==> src/rtl/mips_pkg.sv <==
// mips_pkg: shared definitions for the multicycle MIPS control sequencer.
//   - opcode / funct field encodings of the supported instructions
//   - ALUControl encodings driven to the datapath ALU
//   - sequencer state encoding (also exported on the debug state port)
package mips_pkg;

  // instruction[31:26]
  localparam logic [5:0] OP_RTYPE = 6'b000000;
  localparam logic [5:0] OP_ADDI  = 6'b001000;
  localparam logic [5:0] OP_SLTI  = 6'b001010;
  localparam logic [5:0] OP_LW    = 6'b100011;
  localparam logic [5:0] OP_SW    = 6'b101011;
  localparam logic [5:0] OP_BEQ   = 6'b000100;
  localparam logic [5:0] OP_BNE   = 6'b000101;
  localparam logic [5:0] OP_J     = 6'b000010;

  // instruction[5:0] for R-type
  localparam logic [5:0] FN_ADD = 6'b100000;
  localparam logic [5:0] FN_SUB = 6'b100010;
  localparam logic [5:0] FN_AND = 6'b100100;
  localparam logic [5:0] FN_OR  = 6'b100101;
  localparam logic [5:0] FN_NOR = 6'b100111;
  localparam logic [5:0] FN_SLT = 6'b101010;

  // ALUControl
  localparam logic [3:0] ALU_AND = 4'b0000;
  localparam logic [3:0] ALU_OR  = 4'b0001;
  localparam logic [3:0] ALU_ADD = 4'b0010;
  localparam logic [3:0] ALU_SUB = 4'b0110;
  localparam logic [3:0] ALU_SLT = 4'b0111;
  localparam logic [3:0] ALU_NOR = 4'b1100;

  typedef enum logic [2:0] {
    ST_FETCH  = 3'd0,
    ST_DECODE = 3'd1,
    ST_EXEC   = 3'd2,
    ST_MEM    = 3'd3,
    ST_WB     = 3'd4,
    ST_BRANCH = 3'd5,
    ST_JUMP   = 3'd6,
    ST_TRAP   = 3'd7
  } state_t;

  // lw/sw go through the MEM state after EXEC
  function automatic logic is_mem_op(input logic [5:0] op);
    return (op == OP_LW) || (op == OP_SW);
  endfunction

endpackage

==> src/rtl/mips_multicycle_ctrl_if.sv <==
// mips_multicycle_ctrl_if: controller <-> datapath bundle.
//   master (controller): consumes In_Opcode / In_Funct / In_Is0, drives all
//                        control strobes and mux selects.
//   slave  (datapath)  : the mirror image.
// Timing contract: there is no valid/ready pair here. In_Opcode/In_Funct are
// sampled on the clock edge that ends the last FETCH cycle and are ignored
// afterwards until the next fetch; In_Is0 is looked at combinationally only
// during the branch-resolve cycle. Every strobe is valid for the whole cycle
// it is asserted in and acts on the next rising clock edge.
interface mips_multicycle_ctrl_if;
  logic [5:0] In_Opcode;
  logic [5:0] In_Funct;
  logic       In_Is0;
  logic       PCWrite;
  logic       RegDst;
  logic       ALUSrc;
  logic       MemToReg;
  logic       PCSrc;
  logic       JumpPC;
  logic       RegWrite;
  logic       MemWrite;
  logic       MemRead;
  logic [3:0] ALUControl;

  modport master (
    input  In_Opcode, In_Funct, In_Is0,
    output PCWrite, RegDst, ALUSrc, MemToReg, PCSrc, JumpPC,
           RegWrite, MemWrite, MemRead, ALUControl
  );

  modport slave (
    output In_Opcode, In_Funct, In_Is0,
    input  PCWrite, RegDst, ALUSrc, MemToReg, PCSrc, JumpPC,
           RegWrite, MemWrite, MemRead, ALUControl
  );
endinterface

==> src/rtl/mips_alu_decode.sv <==
// mips_alu_decode: combinational instruction classifier.
//   opcode, funct -> alu_ctrl : ALU operation for the execute / branch cycle
//                 -> legal    : 1 when opcode (and funct for R-type) is supported
module mips_alu_decode
  import mips_pkg::*;
(
  input  logic [5:0] opcode,
  input  logic [5:0] funct,
  output logic [3:0] alu_ctrl,
  output logic       legal
);

  always_comb begin
    alu_ctrl = ALU_ADD;
    legal    = 1'b1;
    case (opcode)
      OP_RTYPE: begin
        case (funct)
          FN_ADD:  alu_ctrl = ALU_ADD;
          FN_SUB:  alu_ctrl = ALU_SUB;
          FN_AND:  alu_ctrl = ALU_AND;
          FN_OR:   alu_ctrl = ALU_OR;
          FN_NOR:  alu_ctrl = ALU_NOR;
          FN_SLT:  alu_ctrl = ALU_SLT;
          default: legal    = 1'b0;
        endcase
      end
      OP_ADDI, OP_LW, OP_SW: alu_ctrl = ALU_ADD;
      OP_SLTI:               alu_ctrl = ALU_SLT;
      OP_BEQ, OP_BNE:        alu_ctrl = ALU_SUB;
      OP_J:                  alu_ctrl = ALU_ADD;
      default:               legal    = 1'b0;
    endcase
  end

endmodule

==> src/rtl/mips_multicycle_ctrl.sv <==
// mips_multicycle_ctrl: multicycle MIPS control sequencer.
//   CLK, Reset (async, active-low)
//   bus        : controller side of mips_multicycle_ctrl_if (opcode/funct/zero
//                in, all datapath strobes and selects out)
//   Halt       : high while trapped on an illegal instruction (sticky)
//   Cycle_Cnt  : cycles since reset, frozen while trapped
//   Instr_Cnt  : instructions retired (cycles with PCWrite=1)
//   dbg_state  : current sequencer state
// Parameters: FETCH_WAIT (0..15) extra fetch cycles, CNT_W counter width.
module mips_multicycle_ctrl
  import mips_pkg::*;
#(
  parameter int FETCH_WAIT = 1,
  parameter int CNT_W      = 32
) (
  input  logic                 CLK,
  input  logic                 Reset,
  mips_multicycle_ctrl_if.master bus,
  output logic                 Halt,
  output logic [CNT_W-1:0]     Cycle_Cnt,
  output logic [CNT_W-1:0]     Instr_Cnt,
  output state_t               dbg_state
);

  localparam logic [3:0] WAIT_INIT = 4'(FETCH_WAIT);

  state_t           state_q, state_d;
  logic [3:0]       wait_q, wait_d;
  logic [5:0]       op_q, op_d;
  logic [5:0]       fn_q, fn_d;
  logic [CNT_W-1:0] cyc_q, cyc_d;
  logic [CNT_W-1:0] icnt_q, icnt_d;

  logic [3:0] dec_alu;
  logic       dec_legal;
  logic       is_rtype;

  logic       pc_write, reg_dst, alu_src, mem_to_reg, pc_src, jump_pc;
  logic       reg_write, mem_write, mem_read;
  logic [3:0] alu_control;

  mips_alu_decode u_alu_decode (
    .opcode   (op_q),
    .funct    (fn_q),
    .alu_ctrl (dec_alu),
    .legal    (dec_legal)
  );

  assign is_rtype = (op_q == OP_RTYPE);

  always_comb begin
    state_d     = state_q;
    wait_d      = wait_q;
    op_d        = op_q;
    fn_d        = fn_q;
    pc_write    = 1'b0;
    reg_dst     = 1'b0;
    alu_src     = 1'b0;
    mem_to_reg  = 1'b0;
    pc_src      = 1'b0;
    jump_pc     = 1'b0;
    reg_write   = 1'b0;
    mem_write   = 1'b0;
    mem_read    = 1'b0;
    alu_control = ALU_AND;

    case (state_q)
      ST_FETCH: begin
        if (wait_q == 4'd0) begin
          // capture the instruction while leaving FETCH; the datapath may
          // change In_Opcode/In_Funct freely from here until the next fetch
          state_d = ST_DECODE;
          wait_d  = WAIT_INIT;
          op_d    = bus.In_Opcode;
          fn_d    = bus.In_Funct;
        end else begin
          wait_d = wait_q - 4'd1;
        end
      end
      ST_DECODE: begin
        if (!dec_legal)                          state_d = ST_TRAP;
        else if (op_q == OP_BEQ || op_q == OP_BNE) state_d = ST_BRANCH;
        else if (op_q == OP_J)                   state_d = ST_JUMP;
        else                                     state_d = ST_EXEC;
      end
      ST_EXEC: begin
        alu_control = dec_alu;
        alu_src     = !is_rtype;
        reg_dst     = is_rtype;
        state_d     = is_mem_op(op_q) ? ST_MEM : ST_WB;
      end
      ST_MEM: begin
        if (op_q == OP_LW) begin
          mem_read = 1'b1;
          state_d  = ST_WB;
        end else begin
          mem_write = 1'b1;
          pc_write  = 1'b1;
          state_d   = ST_FETCH;
        end
      end
      ST_WB: begin
        // the write-address mux must still point at rd while the register
        // file write happens, so RegDst stays up for R-type here
        reg_dst    = is_rtype;
        reg_write  = 1'b1;
        mem_to_reg = (op_q == OP_LW);
        pc_write   = 1'b1;
        state_d    = ST_FETCH;
      end
      ST_BRANCH: begin
        alu_control = ALU_SUB;
        pc_write    = 1'b1;
        pc_src      = (op_q == OP_BEQ) ? bus.In_Is0 : !bus.In_Is0;
        state_d     = ST_FETCH;
      end
      ST_JUMP: begin
        jump_pc  = 1'b1;
        pc_write = 1'b1;
        state_d  = ST_FETCH;
      end
      ST_TRAP: state_d = ST_TRAP;
      default: state_d = ST_FETCH;
    endcase

    cyc_d  = (state_q != ST_TRAP) ? cyc_q + CNT_W'(1) : cyc_q;
    icnt_d = pc_write ? icnt_q + CNT_W'(1) : icnt_q;
  end

  always_ff @(posedge CLK or negedge Reset) begin
    if (!Reset) begin
      state_q <= ST_FETCH;
      wait_q  <= WAIT_INIT;
      op_q    <= '0;
      fn_q    <= '0;
      cyc_q   <= '0;
      icnt_q  <= '0;
    end else begin
      state_q <= state_d;
      wait_q  <= wait_d;
      op_q    <= op_d;
      fn_q    <= fn_d;
      cyc_q   <= cyc_d;
      icnt_q  <= icnt_d;
    end
  end

  assign bus.PCWrite    = pc_write;
  assign bus.RegDst     = reg_dst;
  assign bus.ALUSrc     = alu_src;
  assign bus.MemToReg   = mem_to_reg;
  assign bus.PCSrc      = pc_src;
  assign bus.JumpPC     = jump_pc;
  assign bus.RegWrite   = reg_write;
  assign bus.MemWrite   = mem_write;
  assign bus.MemRead    = mem_read;
  assign bus.ALUControl = alu_control;

  assign Halt      = (state_q == ST_TRAP);
  assign Cycle_Cnt = cyc_q;
  assign Instr_Cnt = icnt_q;
  assign dbg_state = state_q;

endmodule

==> src/flat_wrapper.sv <==
// flat-port wrapper written by rule: the top's interface ports become plain ports
module mips_multicycle_ctrl_flat import mips_pkg::*;
#(
  parameter int FETCH_WAIT = 1,
  parameter int CNT_W      = 32
)
  (CLK, Reset, Halt, Cycle_Cnt, Instr_Cnt, dbg_state, bus_In_Opcode, bus_In_Funct, bus_In_Is0, bus_PCWrite, bus_RegDst, bus_ALUSrc, bus_MemToReg, bus_PCSrc, bus_JumpPC, bus_RegWrite, bus_MemWrite, bus_MemRead, bus_ALUControl);
  mips_multicycle_ctrl_if bus_i ();
  input  logic CLK;
  input  logic Reset;
  output logic Halt;
  output logic [CNT_W-1:0] Cycle_Cnt;
  output logic [CNT_W-1:0] Instr_Cnt;
  output state_t dbg_state;
  input wire logic [$bits(bus_i.In_Opcode)-1:0] bus_In_Opcode;
  input wire logic [$bits(bus_i.In_Funct)-1:0] bus_In_Funct;
  input wire logic [$bits(bus_i.In_Is0)-1:0] bus_In_Is0;
  output wire logic [$bits(bus_i.PCWrite)-1:0] bus_PCWrite;
  output wire logic [$bits(bus_i.RegDst)-1:0] bus_RegDst;
  output wire logic [$bits(bus_i.ALUSrc)-1:0] bus_ALUSrc;
  output wire logic [$bits(bus_i.MemToReg)-1:0] bus_MemToReg;
  output wire logic [$bits(bus_i.PCSrc)-1:0] bus_PCSrc;
  output wire logic [$bits(bus_i.JumpPC)-1:0] bus_JumpPC;
  output wire logic [$bits(bus_i.RegWrite)-1:0] bus_RegWrite;
  output wire logic [$bits(bus_i.MemWrite)-1:0] bus_MemWrite;
  output wire logic [$bits(bus_i.MemRead)-1:0] bus_MemRead;
  output wire logic [$bits(bus_i.ALUControl)-1:0] bus_ALUControl;
  assign bus_i.In_Opcode = bus_In_Opcode;
  assign bus_i.In_Funct = bus_In_Funct;
  assign bus_i.In_Is0 = bus_In_Is0;
  assign bus_PCWrite = bus_i.PCWrite;
  assign bus_RegDst = bus_i.RegDst;
  assign bus_ALUSrc = bus_i.ALUSrc;
  assign bus_MemToReg = bus_i.MemToReg;
  assign bus_PCSrc = bus_i.PCSrc;
  assign bus_JumpPC = bus_i.JumpPC;
  assign bus_RegWrite = bus_i.RegWrite;
  assign bus_MemWrite = bus_i.MemWrite;
  assign bus_MemRead = bus_i.MemRead;
  assign bus_ALUControl = bus_i.ALUControl;
  mips_multicycle_ctrl #(.FETCH_WAIT(FETCH_WAIT), .CNT_W(CNT_W)) u_core (.CLK(CLK), .Reset(Reset), .bus(bus_i), .Halt(Halt), .Cycle_Cnt(Cycle_Cnt), .Instr_Cnt(Instr_Cnt), .dbg_state(dbg_state));
endmodule
==> config.mk <==
export PLATFORM = sky130hd
export DESIGN_NAME = mips_multicycle_ctrl_flat
export DESIGN_NICKNAME = d
export VERILOG_FILES = /design/src/rtl/mips_pkg.sv /design/src/rtl/mips_multicycle_ctrl_if.sv /design/src/rtl/mips_alu_decode.sv /design/src/rtl/mips_multicycle_ctrl.sv /design/src/flat_wrapper.sv
export SDC_FILE = /design/constraint.sdc
export NUM_CORES = 1
export LEC_CHECK = 0
export ABC_AREA = 1
export BUFFER_PORTS_ARGS = -buffer_cell sky130_fd_sc_hd__buf_2
export CORE_MARGIN = 1
export CORE_UTILIZATION = 50
export DETAILED_ROUTE_END_ITERATION = 8
export PLACE_DENSITY_LB_ADDON = 0.3
export SETUP_SLACK_MARGIN = 0.15
export SLEW_MARGIN = 20
export SYNTH_ARGS = -nofsm -noshare
export SYNTH_HDL_FRONTEND = slang
export SYNTH_HIERARCHICAL = 1
export SYNTH_SLANG_ARGS = --single-unit
==> constraint.sdc <==
create_clock -name CLK -period 1.3 [get_ports CLK]
set_input_delay 0.065 -clock CLK [delete_from_list [all_inputs] [get_ports CLK]]
set_output_delay 0.065 -clock CLK [all_outputs]
set_load 0.01 [all_outputs]
==> summary.txt, run 1 <==
Synthesis
  – Synth top area cells: dfrtp_1, nand2_1, inv_1, nor2_1, nand3_1
  – Gate Count Post-Synth: 663
  – Post-synth top area cell: dfrtp_1
  – Ys Warns: 6
  – Register area share after synthesis: 0.429
  – Async SR Flop Fraction: 1.00
  – Number of flops mapped to enable cells by yosys: 0
  – Synthesized Nets: 680
  – Post-Syn Area: 4850 um2
  – Avg Cell Area, Syn: 7.31 um2
  – Dominant synthesized flop cell: dfrtp_1
  – Post-synthesis cell type count: 29
  – Seq cells post-synth: 83
  – Synth top area share: 0.423

Place
  – Placer Congestion: a little over 0.9
  – DP Worst Slack: -204 ps
  – Port bufs: 95
  – HPWL after DPL: between 9 and 10 mm

Timing
  – Worst_ep grt: bus_PCSrc
  – Category of the worst endpoint: top-level output

GRT
  – Overflow after GRT: 492
  – Tot GR Track Use: 0.882
  – Pin count of the biggest net entering global routing: 31

Floorplan
  – Die Y: 100 um
  – Initial Utilization: 0.520
  – I/O pin total: between 90 and 100
  – Std-Cell Rows: 35
  – Chip Width: 100 um

Status
  – Fail Step: 5_1_grt
  – Stop err: [ERROR GRT-0232] Routing congestion too high. Check the congestion heatmap in the GUI.
  – Status: stopped before the end

Clock tree
  – Root buf cell: clkbuf_8
  – H-tree Lvls: 3
  – Num CTS Buffers: 9
  – Clock buffer depth: 2
  – Num Clock Sinks: 83
-- synth_stat cells (2+ instances only) --
cell,count
a21oi_1,3
dfrtp_1,82
nand4_1,26
xnor2_1,25
o21ai_0,6
buf_2,3
inv_1,93
nor2_2,13
buf_6,6
nor2_4,2
nor3_1,14
nand2_1,204
inv_2,3
o21ai_1,5
nand2_2,3
xor2_1,11
o21ai_2,6
a21oi_2,3
nand3b_1,9
nand3_1,54
nor2_1,83
ha_1,2
-- kinds of logic after synthesis --
logic type | share of synthesized area
buffers and inverters | 0.0932
and+or+nand+nor | 0.376
AOI/OAI and AO/OA | 0.0323
xor gates and xnor gates | 0.0650
DFF | 0.429
adders and majority gates | 0.00516
-- what timing repair did --
item                       CTS
hold buffers                13
pin swaps                   76
setup endpoints to repair  100
cloned                       7
resized for setup          206
hold endpoints to repair    62
setup buffers               33
-- stage by stage --
stage	hold slack (ps)	instances	instance area, um2
after floorplan	-231	663	5080
after global placement	26.8	978	6410
after detailed placement	33.3	978	6410
after CTS	188	1047	8120
-- metal layers --
layer	global-route usage	GRT overflow
met5	0.0410	0
met4	1.03	100
met3	0.583	7
met2	1.18	384
met1	0.837	1
==> run 2, diff against run 1 <==
--- a/config.mk
+++ b/config.mk
@@ -8,10 +8,9 @@
 export ABC_AREA = 1
 export BUFFER_PORTS_ARGS = -buffer_cell sky130_fd_sc_hd__buf_2
 export CORE_MARGIN = 1
-export CORE_UTILIZATION = 50
+export CORE_UTILIZATION = 40
 export DETAILED_ROUTE_END_ITERATION = 8
-export PLACE_DENSITY_LB_ADDON = 0.3
-export SETUP_SLACK_MARGIN = 0.15
+export PLACE_DENSITY_LB_ADDON = 0.15
 export SLEW_MARGIN = 20
 export SYNTH_ARGS = -nofsm -noshare
 export SYNTH_HDL_FRONTEND = slang
==> constraint.sdc (replaced) <==
create_clock -name CLK -period 1.7 [get_ports CLK]
set_input_delay 0.085 -clock CLK [delete_from_list [all_inputs] [get_ports CLK]]
set_output_delay 0.085 -clock CLK [all_outputs]
set_load 0.01 [all_outputs]
==> run 2 against run 1 <==
  * The flow now finishes, with violations (DRC, setup timing)
  * Area after synthesis unchanged
  * Synthesized cell count unchanged
==> summary.txt, run 2 <==
Worst setup path
  – Crit Path Class: reg -> out
  – Crit-path slowest cell: dfrtp_2
  – Worst EP arrival: 1620 ps
  – CP max stage delay: 490 ps
  – Worst path cell trace: nor2_4 -> nand3_2 -> or2_4 -> xnor2_1 -> nor2_1 -> buf_2
  – Worst path required time: 1620 ps
  – Crit end category: output port
  – Startpoint Class: flip-flop
  – Crit-path max FO: 6

Synthesis
  – Synth top area cells: dfrtp_1, nand2_1, inv_1, nor2_1, nand3_1
  – Post-Syn Area: between 4000 and 5000 um2
  – Seq cells post-synth: 83
  – Post-synth top cells: nand2_1, inv_1, nor2_1, dfrtp_1, nand3_1
  – Synthesized Nets: 680
  – Ys Warns: 6
  – Gate Count Post-Synth: 663
  – Register area share after synthesis: 0.429
  – Number of flops mapped to enable cells by yosys: 0
  – Synth top area share: 0.423
  – Avg Cell Area, Syn: 7.31 um2
  – Post-synthesis cell type count: 29
  – Top-count cell post-synth: nand2_1
  – Dominant synthesized flop cell: dfrtp_1
  – Async SR Flop Fraction: 1.00
  – Post-synth top area cell: dfrtp_1

Final layout
  – ANT cells: 0
  – Non-Filler Instances: 950
  – Commonest non-fill, non-tap cell in the layout: nand2_1
  – Final instance area: roughly 6300 um2
  – Synth-to-Final Area Change: 30.1%
  – FILL cells: 1087
  – Nets: 819
  – Most frequent cells in the layout: nand2_1, buf_2, inv_1
  – Layout cells sized above 1: 0.254

GRT
  – Tot GR Track Use: 0.208
  – Overflow after GRT: 0
  – Vias in the first global route: between 4000 and 5000
  – Wire length of the first global-routing pass: 20.9 mm
  – Pin count of the biggest net entering global routing: 38
  – Initial antenna violation count: 0

Power
  – Pwr/cell area: 1270 nW/um2
  – LEAKAGE: 0.00321 uW
  – Final Power: 7990 uW
  – VDD IR max: 0.749 mV

Route
  – Post-Route WL: 12.7 mm
  – Via density per instance: 4.92
  – Routed wire per std cell: 13.4 um
  – Vias after detailed routing: 4676
  – DRC violations left: 8
  – First-pass DRT Iterations: 6
  – Drt initial violations: 231
  – Post-route ant nets: 0

Clock tree
  – Num Clock Sinks: 83
  – Root buf cell: clkbuf_16
  – H-tree Lvls: 3
  – CTS tree: built
  – Worst-Skew Late Latency: 340 ps
  – Clock buffer depth: 2
  – Clock transition at path regs: around 60 ps
  – Num CTS Buffers: 9

Hold path
  – Tightest Hold Check Type: in -> reg

Floorplan
  – Die Y: 112 um
  – Std-Cell Rows: 39
  – Core area: 11600 um2
  – I/O pin total: 96
  – Die area: 12600 um2
  – Chip Width: 112 um
  – Initial Utilization: 0.417

Job
  – Max-cap violations: 0

Timing
  – Pins Over Slew Limit: 0
  – Total setup violations reported at the end of the flow: 1
  – Unrepaired setup endpoints after global routing: true
  – Final Skew: 4.28 ps
  – Fin. Hold Viols: 0
  – Fmax: 586 MHz
  – Crit path time final: ~1700 ps
  – Slew margin rel.: 0.664
  – Worst slew pin tran: 504 ps
  – Period utilization: 1.00
  – Final WS setup: -5.82 ps

Place
  – Dpl cell area: 5550 um2
  – Placer Congestion: 0.858
  – Placed Instances: 906
  – HPWL after DPL: 8.94 mm
  – DP Worst Slack: between 30 and 40 ps
  – Port bufs: 95

Status
  – Status: finished, violations left
  – Failing checks: DRC, setup timing
[run 2: what timing repair did]
item / CTS / global route
endpoints found under the setup margin: 5 / 24
pin swaps: 6 / 7
resized for setup: 21 / 24
hold endpoints to repair: 44 / 0
buffers inserted: 12 / 3
cloned: 2 / 0
hold buffers: 11 / 0
[run 2: area by class of cell]
class                      instances  area [um2]  area share
clock buffer                      11         243      0.0385
tap                              143         179      0.0284
sequential                        83        2090       0.331
clock inverter                     5        77.6      0.0123
inverter                          97         369      0.0585
timing repair buffer             137         917       0.145
multi-input combinational        474        2430       0.386
[run 2: metrics by stage]
step | util | hold WS (ps) | TNS (ps)
after floorplan | - | -211 | 0
after global placement | 0.478 | 87.0 | 0
after detailed placement | 0.478 | 91.0 | 0
after CTS | 0.533 | 5.17 | 0
after global routing | 0.543 | 39.0 | -355
final | 0.543 | 31.4 | -5.82
[run 2: cell families after synthesis]
family / share of synthesized area
buffers and inverters: 0.0932
flip-flops: 0.429
AO/OA/AOI/OAI: 0.0323
AND/OR/NAND/NOR: 0.376
XOR/XNOR: 0.0650
adder cells (fa/ha/maj): 0.00516
[run 2: power breakdown]
part / switching, uW / internal (uW)
logic: 1660 / 1370
clock network: 791 / 1320
registers: 495 / 2350
total: 2940 / 5050
[run 2: worst paths after layout]
kind | start | depth (start not counted) | to | slack (ps)
worst max-delay path | u_core/op_q[3]$_DFFE_PN0P_ | 6 | bus_PCSrc | -6
worst min-delay path | bus_In_Opcode[1] | 3 | u_core/op_q[1]$_DFFE_PN0P_ | 30
worst max register to register | u_core/op_q[3]$_DFFE_PN0P_ | 9 | u_core/dbg_state[1]$_DFFE_PN0P_ | 70
worst min register to register | u_core/Cycle_Cnt[13]$_DFFE_PN0N_ | 1 | u_core/Cycle_Cnt[13]$_DFFE_PN0N_ | 500
max in group asynchronous | Reset | 3 | u_core/Cycle_Cnt[0]$_DFFE_PN0N_ | 810
min in group asynchronous | Reset | 2 | u_core/Cycle_Cnt[27]$_DFFE_PN0N_ | 250
[run 2: critical path, delay by kind of cell (launching register included)]
family / cells / cell delay, ps
buf+inv: 1 / 130
xor+xnor: 1 / 120
simple gates: 4 / 540
flops: 1 / 490
[run 2: per-layer routing]
layer	vias up	share of wire	wire length, um	global-route usage
met5	-	0	0	0
met4	0	0.017	214	0.0809
met3	19	0.059	745	0.0373
met2	146	0.46	5880	0.332
met1	2157	0.46	5890	0.283
li1	2354	-	-	-
No activity file was read; power rests on OpenSTA's default activity.
==> run 3, diff against run 2 <==
==> constraint.sdc (replaced) <==
create_clock -name CLK -period 2 [get_ports CLK]
set_input_delay 0.1 -clock CLK [delete_from_list [all_inputs] [get_ports CLK]]
set_output_delay 0.1 -clock CLK [all_outputs]
set_load 0.01 [all_outputs]
==> run 3 against run 2 <==
  * The run ends with DRC left
  * Setup slack improved by 170 ps
  * Global-route usage fell by 1.4 points
  * Critical path depth did not move
  * Die area did not move
  * Clock skew rose by 2.7 ps
  * Wire length fell by 10%
  * Largest power group is now registers
==> summary.txt, run 3 (same netlist as run 2, synthesis figures left out) <==
Status
  – Status: finished, violations left
  – Failing checks: DRC

Route
  – Drt initial violations: 282
  – DRC violations left: 8
  – Post-route ant nets: 0
  – Vias after detailed routing: 4527
  – First-pass DRT Iterations: 7
  – Via density per instance: just under 5
  – Post-Route WL: 11.4 mm
  – Routed wire per std cell: 12.4 um

Timing
  – Final Skew: 6.94 ps
  – Period utilization: 0.917
  – Total setup violations reported at the end of the flow: 0
  – Fin. Hold Viols: 0
  – Final WS setup: approximately 170 ps
  – Unrepaired setup endpoints after global routing: false
  – Pins Over Slew Limit: 0
  – Setup TNS: 0 ps
  – Fmax: 545 MHz
  – Slew margin rel.: 0.691
  – Crit path time final: around 1800 ps
  – Worst slew pin tran: 462 ps

Final layout
  – Synth-to-Final Area Change: 21.6%
  – Most frequent cells in the layout: nand2_1, buf_2, inv_1
  – FILL cells: 1131
  – Area occupied by multi-input gates: 2330 um2
  – Storage element area: 2080 um2
  – ANT cells: 0
  – Layout cells sized above 1: 0.195
  – Commonest non-fill, non-tap cell in the layout: nand2_1
  – Nets: 795

Power
  – Pint: 3610 uW
  – Final Power: a little under 6000 uW
  – Power share of the combinational group: 0.330
  – Sw frac: 0.378
  – LEAKAGE: 0.00304 uW
  – Flop pwr share: 0.410
  – VDD IR max: 0.643 mV
  – Clock Power Share: 0.260
  – Switch Pwr: 2190 uW
  – Pwr/cell area: 984 nW/um2

Floorplan
  – Std-Cell Rows: 39
  – I/O pin total: 96
  – Die Y: 112 um
  – Chip Width: 112 um
  – Initial Utilization: 0.417
  – Die area: 12600 um2
  – Core area: between 10000 and 15000 um2

GRT
  – Pin count of the biggest net entering global routing: 35
  – Wire length of the first global-routing pass: 19.7 mm
  – Most used routing layer: met2
  – Met3 GRT Util: 0.0351
  – Vias in the first global route: approximately 4200
  – Overflow after GRT: 0
  – Met2 Use GR: 0.293
  – Initial antenna violation count: 0
  – Tot GR Track Use: 0.194
  – GR Util met1: 0.277

Clock tree
  – Clock transition at path regs: 60 ps
  – Num Clock Sinks: 83
  – CTS tree: built
  – Worst-Skew Late Latency: 340 ps
  – Num CTS Buffers: 9
  – H-tree Lvls: 3
  – Clock buffer depth: 2
  – Root buf cell: clkbuf_16

Worst setup path
  – Crit-path max FO: 5
  – Crit Path Class: reg -> out
  – Crit end category: output port
  – Worst EP arrival: 1730 ps
  – Worst path required time: around 1900 ps
  – Startpoint Class: flip-flop

Job
  – Max-cap violations: 0

Place
  – HPWL after DPL: 8.74 mm
  – Placer Congestion: between 0.9 and 1
  – DP Worst Slack: between 200 and 300 ps
  – Port bufs: 95

Hold path
  – Tightest Hold Check Type: in -> reg
-- run 3: path summary, 6_finish.rpt --
check,cells after the start,slack (ps),to,from
min in group asynchronous,2,250,u_core/Cycle_Cnt[29]$_DFFE_PN0N_,Reset
worst max register to register,8,260,u_core/Cycle_Cnt[20]$_DFFE_PN0N_,u_core/Cycle_Cnt[0]$_DFFE_PN0N_
worst min register to register,2,510,u_core/Cycle_Cnt[31]$_DFFE_PN0N_,u_core/Cycle_Cnt[31]$_DFFE_PN0N_
max in group asynchronous,3,1050,u_core/wait_q[0]$_DFFE_PN1N_,Reset
worst max-delay path,6,170,bus_PCSrc,u_core/op_q[5]$_DFFE_PN0P_
worst min-delay path,3,30,u_core/op_q[1]$_DFFE_PN0P_,bus_In_Opcode[1]
-- run 3: area by class of cell --
class                   count  area share
clock buffers              13      0.0424
clock inverters             3     0.00255
inverters                  97      0.0626
multi-input cells         474       0.396
flip-flops and latches     83       0.353
well taps                 143      0.0303
repair buffers            113       0.114
-- run 3: metrics by stage --
step           utilization  instances  instance area [um2]  hold WS, ps
6_report             0.508        926                 5900         26.9
5_1_grt              0.508        926                 5900         19.6
4_1_cts              0.506        926                 5870         11.0
3_5_place_dp         0.473        899                 5500         80.6
3_3_place_gp         0.473        899                 5500         73.1
2_1_floorplan            -        663                 4850         -196
-- run 3: per-layer routing --
layer,share of wire,vias up,wire length (um)
met5,0,-,0
met4,0.012,0,136
met3,0.063,9,720
met2,0.44,139,5040
met1,0.48,2074,5550
li1,-,2305,-
-- run 3: power groups by stage --
stage | Combinational [uW] | Clock (uW) | Sequential, uW
3_5_place_dp | 1870 | 0 | 2400
2_1_floorplan | 1370 | 0 | 2390
5_1_grt | 2190 | 1630 | 2440
4_1_cts | 1900 | 1570 | 2370
6_report | 1920 | 1510 | 2380
3_3_place_gp | 1850 | 0 | 2380
-- run 3: what timing repair did --
action	in CTS	in global routing
buffers inserted	0	0
endpoints found under the setup margin	0	2
hold buffers	11	0
gates resized for setup	0	5
hold endpoints to repair	40	0
-- run 3: worst max-delay path, stage by stage (launching register included) --
cell	delay (ps)
dfrtp_1	440
nor2_2	200
nand3_1	110
or2_2	290
xnor2_1	120
nor2_1	90
buf_2	140
